<file path="src/rtl/altpcierd_cdma_rx_pkg.sv">
// Shared types and constants for the CDMA RX descriptor router.
package altpcierd_cdma_rx_pkg;

  localparam int unsigned DESC_W = 136;
  localparam int unsigned HDR_W  = 128;
  localparam int unsigned DATA_W = 64;
  localparam int unsigned BE_W   = 8;
  localparam int unsigned CNT_W  = 16;

  localparam logic [4:0] TYPE_CPL = 5'b01010;
  localparam logic [4:0] TYPE_MEM = 5'b00000;

  typedef enum logic [1:0] {RT_CPL, RT_REQ, RT_DROP} route_e;
  typedef enum logic [1:0] {IDLE, ACK, DATA} state_e;

  // One payload beat as held in the skid FIFO (73 bits)
  typedef struct packed {
    logic              last;
    logic [BE_W-1:0]   be;
    logic [DATA_W-1:0] data;
  } beat_t;

  function automatic route_e classify(input logic [4:0] tlp_type);
    route_e rt;
    case (tlp_type)
      TYPE_CPL: rt = RT_CPL;
      TYPE_MEM: rt = RT_REQ;
      default:  rt = RT_DROP;
    endcase
    return rt;
  endfunction

endpackage

</file>
<file path="src/rtl/altpcierd_cdma_rx_skid_fifo.sv">
// Payload skid FIFO: power-of-2 depth, wrapping pointers, occupancy count output.
module altpcierd_cdma_rx_skid_fifo
  import altpcierd_cdma_rx_pkg::*;
#(
  parameter int unsigned DEPTH = 4
) (
  input  logic                    clk,
  input  logic                    rst,
  input  logic                    i_wr,
  input  beat_t                   i_wdata,
  input  logic                    i_rd,
  output beat_t                   o_rdata,
  output logic                    o_empty,
  output logic [$clog2(DEPTH):0]  o_count
);

  localparam int unsigned AW = $clog2(DEPTH);

  beat_t         r_mem [DEPTH];
  logic [AW-1:0] r_wptr;
  logic [AW-1:0] r_rptr;
  logic [AW:0]   r_count;
  logic          w_full;
  logic          w_rd;
  logic          w_wr;

  assign o_empty = (r_count == '0);
  assign w_full  = (r_count == (AW+1)'(DEPTH));
  assign w_rd    = i_rd && !o_empty;
  // A write at full is accepted only when a read frees the slot in the same cycle
  assign w_wr    = i_wr && (!w_full || w_rd);
  assign o_rdata = r_mem[r_rptr];
  assign o_count = r_count;

  always_ff @(posedge clk) begin
    if (w_wr) r_mem[r_wptr] <= i_wdata;
  end

  always_ff @(posedge clk or posedge rst) begin
    if (rst) begin
      r_wptr  <= '0;
      r_rptr  <= '0;
      r_count <= '0;
    end else begin
      if (w_wr) r_wptr <= r_wptr + AW'(1);
      if (w_rd) r_rptr <= r_rptr + AW'(1);
      r_count <= r_count + (AW+1)'(w_wr) - (AW+1)'(w_rd);
    end
  end

  a_no_overflow: assert property (@(posedge clk) disable iff (rst)
    !(i_wr && w_full && !w_rd));

endmodule

</file>
<file path="src/rtl/altpcierd_cdma_rx_router.sv">
// Acks RX descriptors, routes headers to cpl/req queues and payload to a skid FIFO.
// Define RX_ROUTE_STATS_EN to add saturating cpl/req/drop counters.
module altpcierd_cdma_rx_router
  import altpcierd_cdma_rx_pkg::*;
#(
  parameter int unsigned SKID_DEPTH = 4,
  parameter int unsigned WS_THRESH  = 2
) (
  input  logic              clk_in,
  input  logic              rst,
  input  logic              rx_req,
  input  logic [DESC_W-1:0] rx_desc,
  output logic              rx_ack,
  input  logic              rx_dfr,
  input  logic              rx_dv,
  input  logic [DATA_W-1:0] rx_data,
  input  logic [BE_W-1:0]   rx_be,
  output logic              rx_ws,
  output logic              cpl_hdr_vld,
  input  logic              cpl_hdr_rdy,
  output logic              req_hdr_vld,
  input  logic              req_hdr_rdy,
  output logic [HDR_W-1:0]  hdr_out,
  output logic              dat_vld,
  input  logic              dat_rdy,
  output logic [DATA_W-1:0] dat_data,
  output logic [BE_W-1:0]   dat_be,
  output logic              dat_last
`ifdef RX_ROUTE_STATS_EN
  ,
  output logic [CNT_W-1:0]  cpl_cnt,
  output logic [CNT_W-1:0]  req_cnt,
  output logic [CNT_W-1:0]  drop_cnt
`endif
);

  localparam int unsigned CW = $clog2(SKID_DEPTH) + 1;

  state_e           r_state;
  route_e           r_route;
  logic             r_has_pl;
  logic             r_ack;
  logic             r_ws;
  logic             r_cpl_vld;
  logic             r_req_vld;
  logic [HDR_W-1:0] r_hdr;

  route_e           w_in_route;
  logic             w_blocked;
  logic             w_wr;
  logic             w_rd;
  logic             w_empty;
  logic [CW-1:0]    w_count;
  logic [CW:0]      w_occ_next;
  beat_t            w_wbeat;
  beat_t            w_rbeat;
  logic             w_unused;

  assign w_unused   = ^rx_desc[DESC_W-1:HDR_W];
  assign w_in_route = classify(rx_desc[124:120]);
  // Only the class whose header slot is still occupied has to wait
  assign w_blocked  = (w_in_route == RT_CPL && r_cpl_vld) ||
                      (w_in_route == RT_REQ && r_req_vld);

  always_ff @(posedge clk_in or posedge rst) begin
    if (rst) begin
      r_state   <= IDLE;
      r_route   <= RT_DROP;
      r_has_pl  <= 1'b0;
      r_ack     <= 1'b0;
      r_cpl_vld <= 1'b0;
      r_req_vld <= 1'b0;
      r_hdr     <= '0;
    end else begin
      r_ack <= 1'b0;
      if (r_cpl_vld && cpl_hdr_rdy) r_cpl_vld <= 1'b0;
      if (r_req_vld && req_hdr_rdy) r_req_vld <= 1'b0;
      case (r_state)
        IDLE: begin
          if (rx_req && !w_blocked) begin
            r_state  <= ACK;
            r_ack    <= 1'b1;
            r_hdr    <= rx_desc[HDR_W-1:0];
            r_route  <= w_in_route;
            r_has_pl <= rx_desc[126];
            if (w_in_route == RT_CPL) r_cpl_vld <= 1'b1;
            if (w_in_route == RT_REQ) r_req_vld <= 1'b1;
          end
        end
        ACK:     r_state <= r_has_pl ? DATA : IDLE;
        DATA:    if (rx_dv && !rx_dfr) r_state <= IDLE;
        default: r_state <= IDLE;
      endcase
    end
  end

  assign w_wr    = (r_state == DATA) && rx_dv && (r_route != RT_DROP);
  assign w_wbeat = '{last: !rx_dfr, be: rx_be, data: rx_data};
  assign w_rd    = dat_vld && dat_rdy;

  altpcierd_cdma_rx_skid_fifo #(
    .DEPTH (SKID_DEPTH)
  ) u_skid (
    .clk     (clk_in),
    .rst     (rst),
    .i_wr    (w_wr),
    .i_wdata (w_wbeat),
    .i_rd    (w_rd),
    .o_rdata (w_rbeat),
    .o_empty (w_empty),
    .o_count (w_count)
  );

  // Throttle on the occupancy that will exist after this edge
  assign w_occ_next = {1'b0, w_count} + (CW+1)'(w_wr) - (CW+1)'(w_rd);

  always_ff @(posedge clk_in or posedge rst) begin
    if (rst) r_ws <= 1'b0;
    else     r_ws <= (w_occ_next >= (CW+1)'(WS_THRESH));
  end

  assign rx_ack      = r_ack;
  assign rx_ws       = r_ws;
  assign cpl_hdr_vld = r_cpl_vld;
  assign req_hdr_vld = r_req_vld;
  assign hdr_out     = r_hdr;
  assign dat_vld     = !w_empty;
  assign dat_data    = w_rbeat.data;
  assign dat_be      = w_rbeat.be;
  assign dat_last    = w_rbeat.last;

`ifdef RX_ROUTE_STATS_EN
  logic [CNT_W-1:0] r_cpl_cnt;
  logic [CNT_W-1:0] r_req_cnt;
  logic [CNT_W-1:0] r_drop_cnt;

  // Saturating per-class counters, bumped once per acked descriptor
  always_ff @(posedge clk_in or posedge rst) begin
    if (rst) begin
      r_cpl_cnt  <= '0;
      r_req_cnt  <= '0;
      r_drop_cnt <= '0;
    end else if (r_state == ACK) begin
      case (r_route)
        RT_CPL:  if (r_cpl_cnt  != '1) r_cpl_cnt  <= r_cpl_cnt  + CNT_W'(1);
        RT_REQ:  if (r_req_cnt  != '1) r_req_cnt  <= r_req_cnt  + CNT_W'(1);
        default: if (r_drop_cnt != '1) r_drop_cnt <= r_drop_cnt + CNT_W'(1);
      endcase
    end
  end

  assign cpl_cnt  = r_cpl_cnt;
  assign req_cnt  = r_req_cnt;
  assign drop_cnt = r_drop_cnt;
`endif

endmodule
</file>
<file path="config.mk">
export PLATFORM = sky130hd
export DESIGN_NAME = altpcierd_cdma_rx_router
export DESIGN_NICKNAME = d
export VERILOG_FILES = /design/src/rtl/altpcierd_cdma_rx_pkg.sv /design/src/rtl/altpcierd_cdma_rx_skid_fifo.sv /design/src/rtl/altpcierd_cdma_rx_router.sv
export SDC_FILE = /design/constraint.sdc
export NUM_CORES = 1
export LEC_CHECK = 0
export ABC_CLOCK_PERIOD_IN_PS = 6800
export CAP_MARGIN = 15
export CELL_PAD_IN_SITES_DETAIL_PLACEMENT = 0
export CELL_PAD_IN_SITES_GLOBAL_PLACEMENT = 2
export CORE_MARGIN = 2
export CORE_UTILIZATION = 40
export CTS_BUF_LIST = sky130_fd_sc_hd__clkbuf_4 sky130_fd_sc_hd__clkbuf_8
export DETAILED_ROUTE_END_ITERATION = 8
export GPL_TIMING_DRIVEN = 0
export PLACE_DENSITY = 0.84
export SLEW_MARGIN = 5
export SYNTH_ARGS = -nofsm -noshare
export SYNTH_HDL_FRONTEND = slang
export SYNTH_SLANG_ARGS = --single-unit
</file>
<file path="constraint.sdc">
create_clock -name clk_in -period 6.8 [get_ports clk_in]
set_input_delay 0.68 -clock clk_in [delete_from_list [all_inputs] [get_ports clk_in]]
set_output_delay 0.68 -clock clk_in [all_outputs]
set_load 0.05 [all_outputs]
</file>
==> results.cfg, run 1 <==
[run_status]
status = complete, no violations

[drt]
detail_route.wl_per_cell_um = 22.21
wl_um = 40380
drc = 0
vias_per_cell = 4.831
drt_iter0_markers = 406
final_antenna_net_count = 0
dr.pass1.iters = 4
via_count = 8782

[timing]
skew_ns = 0.03506
finalCritPeriodShare = 0.5843
timing.final.crit_period_ns = 3.973
fin_setup_tns_ns = 0
worst_hold_slack_ns = 0.4351
finalSetupViolations = 0
maxSlewHeadroom = 0.3353
rsz0062_at_grt = no
finalHoldViolations = 0
worst_pin_slew_ns = 0.9970
clock.fmax_ghz = 0.2517
finalMaxSlewViolations = 0

[critical_path]
arrival_ns = 3.29
rr_worst_depth = 5
regToRegSetupSlack_ns = 4.01
startpoint_type = register
path_class = reg2out
crit_fanout = 10
cp-end-kind = primary output
crit_required_ns = 6.12

[yosys]
ys.flop_type = edfxtp_1
synth_nets = 965
synth_top_area_cell = edfxtp_1
syn_inst = 737
synth_cell_types = 40
synthesis.area_sq_mm = 0.01647
yosysTopAreaCellShare = 0.5324
yosys-top-cells-area = edfxtp_1, dfrtp_1, mux4_2, mux2_4, mux2_2
ys_seq_area_frac = 0.7498
synth_edf_count = 292
synthArstFlopShare = 0.3287
synth_seq_cells = 435
synth_warnings = 0
avgSynthCellArea_sq_um = 22.35

[floorplan]
die_width_um = 206.9
dieArea_sq_mm = 0.04281
fp-row-count = 74
die_h_um = 206.9
start_util = 0.4042
core_area_sq_mm = 0.04074
io_pins = 422

[cts]
cts_sinks = 435
cts_max_level = 3
ctsHoldBuffers = 0
tritoncts = done
clock_tree.buffer_depth = 3
cts_resized = 0
numCtsBuffers = 72
clock_insertion_delay_worst_skew_ns = 0.60
cts_setup_buffers = 0
cts_root_buf = clkbuf_8
path_clk_slew_ns = 0.06

[placement]
io_buffers = 413
gp_congestion = 0.7621
hpwl_um = 27930

[power]
power_density_mw_per_mm2 = 499.8
ir_drop_v = 0.0003586
p_leak_uw = 0.008501

[final_layout]
multi_input_area_sq_mm = 0.003874
area_delta_synth_final_pct = 38.93
nFillCells = 3244
final_cell_mix = clkdlybuf4s50_1, edfxtp_1, dfrtp_1, mux2_4, clkbuf_8
regArea_sq_mm = 0.01235
drive_above_1_share = 0.2750
final_common_cell = clkdlybuf4s50_1
nNetsFinal = 1457

[global_routing]
grt_pass1_wl_um = 58850
grt_usage = 0.1891
grt_overflow = 0
grt_max_degree = 116
grt_pass1_vias = 9559
antenna_found_initial = 9

[flow_run]
cap_violations = 0

[worst_hold_path]
hold_path.class = in2async
## cell type report
class | count | area share
Multi-Input combinational cell | 257 | 0.1693
Clock buffer | 104 | 0.05518
Sequential cell | 435 | 0.5397
Timing Repair Buffer | 418 | 0.1867
Inverter | 14 | 0.002625
Buffer | 31 | 0.008914
Tap cell | 532 | 0.02909
Antenna cell | 6 | 0.0006562
Clock inverter | 21 | 0.007820
## power by group
group / leakage (uW) / switching, uW / internal, uW / total [uW]
logic: 0.00343 / 3370 / 2130 / 5500
registers: 0.00431 / 273 / 3350 / 3630
clock network: 0.000767 / 1000 / 1310 / 2310
total: 0.00850 / 4650 / 6790 / 11400
## metal layers
layer / track usage / vias up / part of all wire
li1: - / 3902 / -
met3: 0.08148 / 67 / 0.11
met4: 0.06864 / 8 / 0.025
met1: 0.2309 / 4452 / 0.38
met5: 0 / - / 0.0013
met2: 0.3004 / 353 / 0.48
## state kept, by name, indices dropped and copies added, names as in the netlist
register and count:
cpl_hdr_vld 1, hdr_out 128, r_route 2, r_state 2
req_hdr_vld 1, rx_ack 1, rx_ws 1, u_skid.o_count 3
u_skid.r_mem 292, u_skid.r_rptr 2, u_skid.r_wptr 2
## through the flow
stage	total power [uW]	cell area (sq um)	cells	worst slack [ns]	util
2_1_floorplan	7396	16470	737	2.284	-
3_3_place_gp	9199	21270	1682	-0.04694	0.5221
3_5_place_dp	9214	21420	1687	3.385	0.5259
4_1_cts	11580	22860	1812	2.704	0.5612
5_1_grt	11950	22880	1817	2.658	0.5615
6_report	11440	22880	1818	2.827	0.5616
## critical path, cell delays in order (launching register included)
cell and delay, ns:
dfrtp_1 0.34, clkbuf_1 0.49, buf_1 0.61, mux4_2 0.33, clkdlybuf4s50_1 0.91
## synthesized netlist by cell type, types with 3 or more instances
cell type	number
a22o_1	6
and2_1	7
buf_1	5
buf_2	10
buf_6	9
clkbuf_1	5
dfrtp_1	142
edfxtp_1	292
ha_1	10
inv_1	14
mux2_2	42
mux2_4	82
mux4_2	73
nand2_1	3
nor2_1	3
xnor2_1	4
## path summary, 6_finish.rpt
path,endpoint,from
max reg2reg,u_skid.r_mem[1][32],r_state[0]
min,hdr_out[0],rst
max in group asynchronous,u_skid.r_rptr[1],rst
max,dat_last,u_skid.r_rptr[1]
min in group clk_in,hdr_out[121],hdr_out[121]
min reg2reg,hdr_out[121],hdr_out[121]
## kinds of logic (layout without fill, tap and decap cells)
group                    after synthesis  count (layout)  synth area share
XOR/XNOR                               6               6          0.003191
adder cells (fa/ha/maj)               12              12           0.01003
buffers and inverters                 45             588           0.01558
AND/OR/NAND/NOR                       26              26          0.009573
flip-flops                           435             435            0.7498
other                                  0               6                 0
AO/OA/AOI/OAI                         15              15          0.007902
multiplexers                         198             198            0.2039
Power figures use the tool's default switching activity.
==> inputs of run 2 (changes only) <==
ABC_CLOCK_PERIOD_IN_PS = 3800   (was 6800)
CORE_UTILIZATION = 37   (was 40)
PLACE_DENSITY = 0.78   (was 0.84)
clock period = 3.8 ns   (was 6.8 ns; I/O delays follow)
==> run 2 against run 1 <==
Compared with the run above:
- flip-flop and latch count is the same
- critical path depth is the same
- sequential share of layout area shrank 0.31 points
- via count grew 1.3%
- routed wire length grew 3.8%
- clock power grew 76%
- sequential power grew 79%
- register-to-register slack lost 3.0 ns
- utilization shrank 3.9 points
- clock skew shrank 0.0027 ns
- worst setup slack lost 2.7 ns
- largest cell class unchanged
- highest routed layer unchanged
==> results.cfg, run 2 (synthesis results as in run 1) <==
[power]
p_sw_frac = 0.4115
ir_drop_v = 0.0005864
seq_power_share = 0.317
combPwrFrac = 0.484
power_density_mw_per_mm2 = 888.8
p_int_uw = 12040
p_leak_uw = 0.008523
power_frac_clock = 0.199
p_switching_uw = 8417

[worst_hold_path]
hold_path.class = in2async

[critical_path]
rr_worst_depth = 5
regToRegSetupSlack_ns = 1.01
crit_slowest_cell = clkdlybuf4s50_1
path_buf_inv = 3
path_delay_family = buffers and inverters
r2r-start = r_state[0]
cp_cell_sequence = clkbuf_1, buf_1, mux4_2, clkdlybuf4s50_1
crit_fanout = 10
path_class = reg2out
cp-end-kind = primary output
startpoint_type = register
crit_required_ns = 3.42
reg2reg_to = u_skid.r_mem[0][42]
critPathMaxStageDelay_ns = 0.87
arrival_ns = 3.27
critPathLaunch = u_skid.r_rptr[1]

[timing]
fin_setup_tns_ns = 0
rsz0062_at_grt = yes
finalMaxSlewViolations = 0
maxSlewHeadroom = 0.3300
skew_ns = 0.03236
finalSetupViolations = 0
fin_ws_ns = 0.1488
worst_pin_slew_ns = 1.005
clock.fmax_ghz = 0.2739
finalHoldViolations = 0
timing.final.crit_period_ns = 3.651
finalCritPeriodShare = 0.9608

[floorplan]
io_pins = 422
die_h_um = 215.0
core_area_sq_mm = 0.04403
start_util = 0.3740
fp-row-count = 77
die_width_um = 215.0
dieArea_sq_mm = 0.04621

[final_layout]
final_common_cell = clkdlybuf4s50_1
area_delta_synth_final_pct = 39.74
nNetsFinal = 1462
regMostFlops = u_skid.r_mem
largest_register_ffs = 292
drive_above_1_share = 0.2781
final_cell_mix = clkdlybuf4s50_1, edfxtp_1, dfrtp_1, clkbuf_8, mux2_4

[placement]
io_buffers = 413
gp_congestion = 0.7820
pre_cts_ws_ns = 0.6643
hpwl_um = 29200

[run_status]
status = complete, no violations

[global_routing]
grt_max_degree = 41
antenna_found_initial = 7
grt_pass1_wl_um = 62510
grt_pass1_vias = 9723
grt_usage = 0.1830
grt_overflow = 0

[cts]
cts_sinks = 435
cts_root_buf = clkbuf_8
tritoncts = done
clock_insertion_delay_worst_skew_ns = 0.62
ctsHoldBuffers = 0
numCtsBuffers = 74
clock_tree.buffer_depth = 3
cts_max_level = 3
path_clk_slew_ns = 0.06

[drt]
drt_iter0_markers = 466
dr.pass1.iters = 4
via_count = 8900
wl_um = 41930
detail_route.wl_per_cell_um = 22.19
final_antenna_net_count = 0
vias_per_cell = 4.709
drc = 0

[flow_run]
cap_violations = 0
[run 2: routing by layer]
metal  global-route usage  share of wire
met1               0.2260           0.40
met2               0.2950           0.49
met3              0.07657          0.094
met4              0.05425          0.014
met5                    0         0.0011
[run 2: power by group through the flow]
| stage | sequential, uW | clock [uW] | combinational [uW] |
|---|---|---|---|
| 2_1_floorplan | 8970 | 0 | 4260 |
| 3_3_place_gp | 6550 | 0 | 9960 |
| 3_5_place_dp | 6530 | 0 | 10000 |
| 4_1_cts | 6490 | 4230 | 10000 |
| 5_1_grt | 6600 | 4450 | 10300 |
| 6_report | 6490 | 4070 | 9900 |
[run 2: area by class of cell]
cell class	count	area [sq um]
inverter	14	56.30
clock inverter	29	145.1
tap	592	740.7
sequential	435	12350
antenna	7	17.52
buffer	31	206.4
clock buffer	104	1300
multi-input combinational	257	3874
timing repair buffer	421	4324
fill	3653	21020
[run 2: through the flow]
step	instances	utilization	instance area [sq um]	total power, uW	hold WS [ns]
5_1_grt	1885	0.5224	23000	21370	0.07836
3_3_place_gp	1742	0.4848	21350	16510	0.4865
4_1_cts	1883	0.5223	22990	20750	0.05272
2_1_floorplan	737	-	16470	13240	0.4727
3_5_place_dp	1750	0.4894	21550	16530	0.4899
6_report	1890	0.5227	23010	20450	0.1104
[run 2: how the worst max path moves through the flow]
stage,to,cells past startpoint,slack [ns]
finish,dat_data[57],4,0.15
global route,dat_data[10],4,-0.07
CTS,dat_data[10],4,-0.01
detailed placement,dat_last,4,0.66
global placement,u_skid.r_mem[3][31],4,-1.68
floorplan,u_skid.r_mem[0][0],4,0.31
[run 2: repair_timing]
item | 4_1_cts | 5_1_grt
cloned | 0 | 0
setup buffers | 0 | 0
endpoints found under the setup margin | 23 | 15
resized for setup | 2 | 2
[run 2: worst reg2reg max path, cell delays in order, from the launching register on]
cell and delay [ns]:
dfrtp_1 0.41, nand2b_1 0.17, or3b_2 0.47, nor2_1 0.41
and2_4 0.64, buf_16 0.30
